**src/rtl/mux_pkg.sv**
```systemverilog
// Shared definitions for the registered stream multiplexer: mode encodings,
// output-stage state type and small elaboration/arithmetic helpers.
package mux_pkg;

  localparam logic MODE_FIXED = 1'b0;
  localparam logic MODE_RR    = 1'b1;

  typedef enum logic {
    OUT_EMPTY = 1'b0,
    OUT_FULL  = 1'b1
  } out_state_e;

  // Ceiling log2, never below 1 so a field always has at least one bit.
  function automatic int clog2(input int n);
    int w;
    w = 0;
    while ((1 << w) < n) w = w + 1;
    return (w == 0) ? 1 : w;
  endfunction

  // Next round-robin start position after channel ptr was served.
  function automatic int rr_next(input int ptr, input int n);
    return (ptr + 1 >= n) ? 0 : ptr + 1;
  endfunction

endpackage

```
**src/rtl/rr_arbiter.sv**
```systemverilog
// Combinational round-robin arbiter: first requester at or after rr_ptr,
// wrapping to channel 0. The pointer register lives in the parent.
module rr_arbiter
  import mux_pkg::*;
#(
  parameter int NUM_CH = 4,
  parameter int IDX_W  = clog2(NUM_CH)
) (
  input  logic [NUM_CH-1:0] req,
  input  logic [IDX_W-1:0]  rr_ptr,
  output logic [NUM_CH-1:0] grant,
  output logic [IDX_W-1:0]  grant_idx,
  output logic              any_grant
);

  // Two ordered passes: channels from rr_ptr upward, then the wrapped low part.
  always_comb begin
    grant     = '0;
    grant_idx = '0;
    any_grant = 1'b0;
    for (int c = 0; c < NUM_CH; c++) begin
      if (!any_grant && req[c] && (c >= int'(rr_ptr))) begin
        any_grant = 1'b1;
        grant[c]  = 1'b1;
        grant_idx = IDX_W'(c);
      end
    end
    for (int c = 0; c < NUM_CH; c++) begin
      if (!any_grant && req[c] && (c < int'(rr_ptr))) begin
        any_grant = 1'b1;
        grant[c]  = 1'b1;
        grant_idx = IDX_W'(c);
      end
    end
  end

endmodule

```
**src/rtl/stream_mux_rr.sv**
```systemverilog
// N-channel registered stream multiplexer with fixed-select or round-robin
// arbitration and a single-entry valid/ready output stage.
// Optional packet lock (hold the grant until in_last) is built when the
// macro MUX_LOCK_EN is defined; otherwise in_last is ignored.
//
// Output stage states:
//   state     | meaning
//   OUT_EMPTY | output register holds no word, any grant may load
//   OUT_FULL  | output register holds a word for the consumer
module stream_mux_rr
  import mux_pkg::*;
#(
  parameter int NUM_CH = 4,
  parameter int DATA_W = 8,
  parameter int SEL_W  = clog2(NUM_CH)
) (
  input  logic                     clk,
  input  logic                     rst_n,
  input  logic                     mode,
  input  logic [SEL_W-1:0]         sel,
  input  logic [NUM_CH-1:0]        in_valid,
  input  logic [NUM_CH*DATA_W-1:0] in_data,
  input  logic [NUM_CH-1:0]        in_last,
  output logic [NUM_CH-1:0]        in_ready,
  output logic                     out_valid,
  output logic [DATA_W-1:0]        out_data,
  output logic [SEL_W-1:0]         out_ch,
  input  logic                     out_ready
);

  out_state_e          state_q, state_d;
  logic [SEL_W-1:0]    rr_ptr_q;
  logic [NUM_CH-1:0]   arb_grant;
  logic [SEL_W-1:0]    arb_idx;
  logic                arb_any;
  logic [SEL_W-1:0]    cand;
  logic [NUM_CH-1:0]   grant_vec;
  logic                grant_valid;
  logic [DATA_W-1:0]   cand_data;
  logic                cand_last;
  logic                load;
  logic                xfer;
  logic                locked;
  logic [SEL_W-1:0]    locked_ch;
  logic                ptr_adv;

  rr_arbiter #(.NUM_CH(NUM_CH), .IDX_W(SEL_W)) u_arb (
    .req       (in_valid),
    .rr_ptr    (rr_ptr_q),
    .grant     (arb_grant),
    .grant_idx (arb_idx),
    .any_grant (arb_any)
  );

  assign out_valid = (state_q == OUT_FULL);
  assign load      = !out_valid || out_ready;
  assign xfer      = rst_n && load && grant_valid;
  assign in_ready  = xfer ? grant_vec : '0;

  // Pick the candidate channel; an out-of-range sel matches no channel.
  always_comb begin
    cand        = sel;
    grant_vec   = '0;
    grant_valid = 1'b0;
    cand_data   = '0;
    cand_last   = 1'b0;
    if (locked) begin
      cand = locked_ch;
    end else if (mode == MODE_RR) begin
      cand = arb_idx;
    end
    for (int c = 0; c < NUM_CH; c++) begin
      if (int'(cand) == c) begin
        grant_vec[c] = 1'b1;
        grant_valid  = in_valid[c];
        cand_data    = in_data[c*DATA_W +: DATA_W];
        cand_last    = in_last[c];
      end
    end
    if (!locked && (mode == MODE_RR)) begin
      grant_vec   = arb_grant;
      grant_valid = arb_any;
    end
  end

`ifdef MUX_LOCK_EN
  logic             lock_q;
  logic [SEL_W-1:0] locked_ch_q;

  assign locked    = lock_q;
  assign locked_ch = locked_ch_q;
  assign ptr_adv   = cand_last;

  // A word without in_last opens (or keeps) a packet on its channel.
  always_ff @(posedge clk or negedge rst_n) begin
    if (!rst_n) begin
      lock_q      <= 1'b0;
      locked_ch_q <= '0;
    end else if (xfer) begin
      lock_q      <= !cand_last;
      locked_ch_q <= cand;
    end
  end
`else
  logic unused_last;

  assign locked      = 1'b0;
  assign locked_ch   = '0;
  assign ptr_adv     = 1'b1;
  assign unused_last = cand_last;
`endif

  // Round-robin pointer moves past the served channel only in RR mode.
  always_ff @(posedge clk or negedge rst_n) begin
    if (!rst_n) begin
      rr_ptr_q <= '0;
    end else if (xfer && (mode == MODE_RR) && ptr_adv) begin
      rr_ptr_q <= SEL_W'(rr_next(int'(cand), NUM_CH));
    end
  end

  // Output stage state register.
  always_ff @(posedge clk or negedge rst_n) begin
    if (!rst_n) state_q <= OUT_EMPTY;
    else        state_q <= state_d;
  end

  // Output stage next state: load wins over drain, so no bubble on drain+load.
  always_comb begin
    state_d = state_q;
    if (xfer)           state_d = OUT_FULL;
    else if (out_ready) state_d = OUT_EMPTY;
  end

  // Output data/channel capture; held when draining without a new word.
  always_ff @(posedge clk or negedge rst_n) begin
    if (!rst_n) begin
      out_data <= '0;
      out_ch   <= '0;
    end else if (xfer) begin
      out_data <= cand_data;
      out_ch   <= cand;
    end
  end

endmodule

```
**config.mk**
```make
export PLATFORM = sky130hd
export DESIGN_NAME = stream_mux_rr
export DESIGN_NICKNAME = d
export VERILOG_FILES = /design/src/rtl/mux_pkg.sv /design/src/rtl/rr_arbiter.sv /design/src/rtl/stream_mux_rr.sv
export SDC_FILE = /design/constraint.sdc
export NUM_CORES = 1
export LEC_CHECK = 0
export CAP_MARGIN = 20
export CORE_MARGIN = 2
export CORE_UTILIZATION = 43
export CTS_CLUSTER_DIAMETER = 40
export DETAILED_ROUTE_END_ITERATION = 8
export MAX_ROUTING_LAYER = met4
export PLACE_DENSITY = 0.86
export SLEW_MARGIN = 5
export SYNTH_ARGS = -nofsm -noshare
export SYNTH_HDL_FRONTEND = slang
export SYNTH_HIERARCHICAL = 1
export SYNTH_SLANG_ARGS = --single-unit
```
**constraint.sdc**
```tcl
create_clock -name clk -period 7.9 [get_ports clk]
set_input_delay 0.79 -clock clk [delete_from_list [all_inputs] [get_ports clk]]
set_output_delay 0.79 -clock clk [all_outputs]
set_load 0.01 [all_outputs]
```
==> results of run 1 <==
## metal layers
layer	track usage [%]	routed length, um
met5	-	0
met4	4.08	29
met3	7.14	304
met2	37.4	1620
met1	22.7	1230
## metrics by stage
step                utilization (%)  hold WS [ns]
finish                         63.7         0.516
global route                   63.7         0.538
CTS                            63.7         0.518
detailed placement             62.7         0.500
global placement               62.7         0.488
floorplan                         -         0.493
## where the power goes
group	total, W	switching, W	internal, W
logic	0.000246	0.000102	0.000144
clock network	0.0000406	0.0000210	0.0000196
registers	0.000124	0.0000283	0.0000961
## sequential cells by signal, summed over array words and instances, names as in the netlist
name / flops
out_ch: 2
rr_ptr_q: 2
out_valid: 1
out_data: 8
## logic make-up (layout without fill, tap and decap cells)
logic type	after synthesis	after routing	share of synthesized area (%)
compound gates	38	38	24.4
fa+ha+maj	4	4	4.22
flops	13	13	27.4
simple gates	38	38	15.6
mux	18	18	18.1
buf+inv	19	65	10.2
## path summary, 6_finish.rpt
kind | to | slack [ns]
max reg2reg | out_data[1] | 4.38
max in group asynchronous | rr_ptr_q[1] | 6.62
max | in_ready[1] | 2.43
min in group asynchronous | out_data[7] | 0.89
min reg2reg | out_data[5] | 0.52
min | out_data[5] | 0.52
## area by class of cell
class | count | area (sq um)
Sequential cell | 13 | 325
Clock buffer | 4 | 26.3
Timing Repair Buffer | 56 | 561
Tap cell | 31 | 38.8
Fill cell | 224 | 976
Multi-Input combinational cell | 98 | 741
Inverter | 5 | 18.8
## cell usage in the layout, fill, tap and decap left out, drive strengths merged, types with 5 or more instances in the layout
| master | netlist | routed |
|---|---|---|
| a21oi | 5 | 5 |
| nor2 | 8 | 8 |
| a221oi | 9 | 9 |
| mux2 | 13 | 13 |
| nand2 | 14 | 14 |
| nor2b | 10 | 10 |
| mux2i | 5 | 5 |
| o31ai | 7 | 7 |
| inv | 5 | 5 |
| clkdlybuf4s50 | 0 | 56 |
| dfrtp | 13 | 13 |
==> metrics, run 1 <==
outcome complete, no violations; Post-CTS Setup Bufs 0; EDFF count, synth 0; Post-Route Setup TNS 0 ns; worst-path maximum fanout 15; worst r2r src rr_ptr_q[1]; crit path from in_valid[3]; total core area 2690 sq um; Num CTS Buffers 3; vias per cell 5.73; maximum ir drop on the vdd rail 0.000232 V; most frequent cell after synthesis nand2_1; startpoint types input pin; Post-DRT Antenna Nets 0; syn nets 180; Max-slew headroom 51.6%; Hold-fix buffers, CTS 0; slowest cell delay on critical path 0.69 ns; synth warn 6; die width 56.6 um; Buf/Inv on CP 3; Worst Path Required 7.11 ns; Seq/Total Area, Yosys 27.4%; Final Net Count 227; Top FF cell, synth dfrtp_1; Top delay family on crit path buffers and inverters; Initial Util 44.2%; Row Count 19; synthesized cell area 1190 sq um; Worst Skew 0.00702 ns; post-cts resize count 0; Power, Total 0.000411 W; CTS max path bufs 2; WS Path Type in -> out; area share of the largest cell type after synthesis 27.4%; Non-Filler Instances 207; Post-DP Area 1680 sq um; die area 3200 sq um; setup slack at placement 2.47 ns; DRC Markers 0; min cycle time layout 5.47 ns; initial antenna violation count 0; CTS Sinks 13; R2R cell count 9; Worst Hold Class reg -> reg; Fin. Hold Viols 0; crit-path cells clkdlybuf4s50_1 > nand3b_1 > o21ai_1 > a221oi_1 > mux2_2 > inv_1 > ha_1 > nor2b_1 > a22oi_1 > a221o_1 > nor2_1 > clkdlybuf4s50_1; post-route cell area 1710 sq um; final setup margin 2.43 ns; pin count of the biggest net entering global routing 22; Slew Limit Fails 0; Crit. End Element output port; # setup viols final 0; syn_area_per_cell 9.13 sq um; Worst Path Arrival 4.68 ns; synth cell count leaders nand2_1, dfrtp_1, nor2b_1; vias in the first global route 1210; Iter 0 DRT Violations 35; library cells used by synthesis 38; chip height 56.6 um; via count 1187; RSZ-0062 raised after global routing false; diode count 0; cell taking the most area after synthesis dfrtp_1; wire per inst 15.4 um; #FFs+latches synth 13; Clock transition at path regs 0.07 ns; Slew @ Worst Pin 0.726 ns; area grow syn2layout 44.0%; DP Cell Count 203; Post-DP HPWL 2.49 mm; Synth Instances 130; first-pass GRT wire length 5.19 mm; layout cells sized above 1 10.2%; H-tree levels 1; total gr overflow 0; CP Depth 12; count of input and output buffers 56; clk_lat worst skew 0.28 ns; CTS tree built; # Max-Cap Violations 0; fmax 183 MHz; Root Buffer clkbuf_4; most area-consuming cells after synthesis dfrtp_1, mux2_2, mux2_4; Hold Path Origin out_data[5]; Tcrit/Tclk final 69.3%; power density over cell area 240 nW/um^2; Routed WL 3.18 mm; IO Pins 61; CP max-delay cell clkdlybuf4s50_1; GPL Wtd Cong 0.830; Worst path most repeated cell clkdlybuf4s50_1; 1st-pass router iterations 4; Pleak 0.714 nW; hold-critical path depth 1; Tot GR Track Use 21.0%; async set or reset register ratio after synthesis 100%
No activity file was read; power rests on OpenSTA's default activity.
==> inputs of run 2 (changes only) <==
--- a/config.mk
+++ b/config.mk
@@ -7,11 +7,11 @@
 export LEC_CHECK = 0
 export CAP_MARGIN = 20
 export CORE_MARGIN = 2
-export CORE_UTILIZATION = 43
+export CORE_UTILIZATION = 36
 export CTS_CLUSTER_DIAMETER = 40
 export DETAILED_ROUTE_END_ITERATION = 8
 export MAX_ROUTING_LAYER = met4
-export PLACE_DENSITY = 0.86
+export PLACE_DENSITY = 0.77
 export SLEW_MARGIN = 5
 export SYNTH_ARGS = -nofsm -noshare
 export SYNTH_HDL_FRONTEND = slang
==> constraint.sdc (replaced) <==
create_clock -name clk -period 4.95 [get_ports clk]
set_input_delay 0.495 -clock clk [delete_from_list [all_inputs] [get_ports clk]]
set_output_delay 0.495 -clock clk [all_outputs]
set_load 0.01 [all_outputs]
==> run 2 against run 1 <==
Against the previous run:
- sequential power is 61% higher
- clock power is 58% higher
- core utilization is 7.1 points lower
- clock-buffer cell count stayed put
- sequential share of layout area is 0.50 points lower
- wire length is 7.5% higher
- total power is 63% higher
- combinational power is 65% higher
- register-to-register slack worse by 2.7 ns
- largest cell class unchanged
==> metrics, run 2 (same netlist as run 1, synthesis figures left out) <==
IO Pins 61; via count 1198; WS Path Type in -> out; Post-DP HPWL 2.59 mm; CTS tree built; area grow syn2layout 47.9%; Routed WL 3.42 mm; H-tree levels 1; max FFs per register 8; number of fill cells 287; worst-path maximum fanout 11; Hold-fix buffers, CTS 0; Worst Skew 0.00141 ns; first-pass GRT wire length 5.15 mm; Worst Path Required 4.45 ns; pin count of the biggest net entering global routing 19; Top reg by flops out_data; GPL Wtd Cong 0.817; worst r2r dst out_data[0]; CTS max path bufs 2; met1 Resource Use GR 24.6%; chip height 61.4 um; Fin. Hold Viols 0; worst r2r src rr_ptr_q[1]; outcome complete, no violations; post-cts resize count 0; Tot GR Track Use 18.4%; 1st-pass router iterations 4; Tcrit/Tclk final 88.9%; Iter 0 DRT Violations 74; die width 61.4 um; total core area 3100 sq um; power density over cell area 381 nW/um^2; area of the multi-input gates 741 sq um; initial antenna violation count 0; R2R Setup Slk 1.71 ns; GR met2 Demand/Resource 29.8%; R2R cell count 10; most common cell after layout, fill and taps aside clkdlybuf4s50_1; fmax 227 MHz; diode count 0; clk_lat worst skew 0.27 ns; Crit. End Element output port; registers with the most flip-flops out_data: 8 flops, out_ch: 2 flops, rr_ptr_q: 2 flops; Post-CTS Setup Bufs 0; crit path from in_valid[3]; busiest grt layer met2; Slew @ Worst Pin 0.665 ns; met3 global-route usage 4.83%; hold-critical path depth 1; Post-Route Setup TNS 0 ns; most frequent cells in the layout clkdlybuf4s50_1, nand2_1, dfrtp_1, nor2b_1; layout cells sized above 1 12.2%; Num CTS Buffers 3; RSZ-0062 raised after global routing false; Root Buffer clkbuf_4; CTS Sinks 13; die area 3770 sq um; Final Net Count 231; Register Area 325 sq um; Power, Total 0.000669 W; min cycle time layout 4.40 ns; Worst Hold Class reg -> reg; # Max-Cap Violations 0; startpoint types input pin; Hold Path End out_data[7]; Row Count 20; total gr overflow 0; Clock transition at path regs 0.08 ns; Initial Util 38.3%; DRC Markers 0; wire per inst 15.3 um; vias in the first global route 1108; Post-DRT Antenna Nets 0; Slew Limit Fails 0; Hold Path Origin out_data[7]; # setup viols final 0; Pleak 0.734 nW; count of input and output buffers 56; final setup margin 0.548 ns; Worst Path Arrival 3.91 ns; setup slack at placement 0.589 ns; vias per cell 5.35; maximum ir drop on the vdd rail 0.000299 V; Max-slew headroom 55.5%
run 2: cell types whose count changed in the layout (fill, tap and decap cells not counted), sizes merged:
| cell | before | now |
|---|---|---|
| buf | 0 | 4 |
run 2: layer usage:
metal / wire length [um] / vias to the layer above
li1: - / 573
met1: 1530 / 572
met2: 1590 / 51
met3: 281 / 2
met4: 14 / 0
met5: 0 / -
run 2: how the worst max path moves through the flow:
stage | endpoint | slack [ns] | cells after the start
2_1_floorplan | in_ready[0] | 1.75 | 13
3_5_place_dp | in_ready[1] | 0.59 | 11
4_1_cts | in_ready[1] | 0.57 | 11
5_1_grt | in_ready[1] | 0.34 | 11
6_report | in_ready[1] | 0.55 | 11
3_3_place_gp | in_ready[2] | 0.79 | 11
run 2: layout make-up:
type | instances | area share [%]
multi-input cells | 98 | 42.2
well taps | 44 | 3.13
clock buffers | 4 | 1.50
flip-flops and latches | 13 | 18.5
inverters | 5 | 1.07
repair buffers | 60 | 33.6
run 2: metrics by stage:
| step | cells | util [%] | hold WS, ns | instance area [sq um] |
|---|---|---|---|---|
| 2_1_floorplan | 130 | - | 0.199 | 1190 |
| 3_3_place_gp | 220 | 55.8 | 0.493 | 1730 |
| 3_5_place_dp | 220 | 55.8 | 0.500 | 1730 |
| 4_1_cts | 224 | 56.6 | 0.522 | 1760 |
| 5_1_grt | 224 | 56.6 | 0.534 | 1760 |
| 6_report | 224 | 56.6 | 0.516 | 1760 |
run 2: worst max-delay path, cell delays in order:
cell	delay [ns]
clkdlybuf4s50_1	0.69
nand3b_1	0.17
o21ai_1	0.08
a221oi_1	0.30
mux2_2	0.26
ha_1	0.39
nor3b_1	0.10
a211o_1	0.30
a221o_1	0.43
nor2_1	0.14
clkdlybuf4s50_1	0.55
run 2: where the power goes:
part,leakage (nW),total [W],internal [W],switching (W)
Clock,0.0150,0.0000642,0.0000312,0.0000330
Combinational,0.559,0.000405,0.000237,0.000168
Sequential,0.160,0.000200,0.000153,0.0000466
Total,0.734,0.000669,0.000422,0.000247
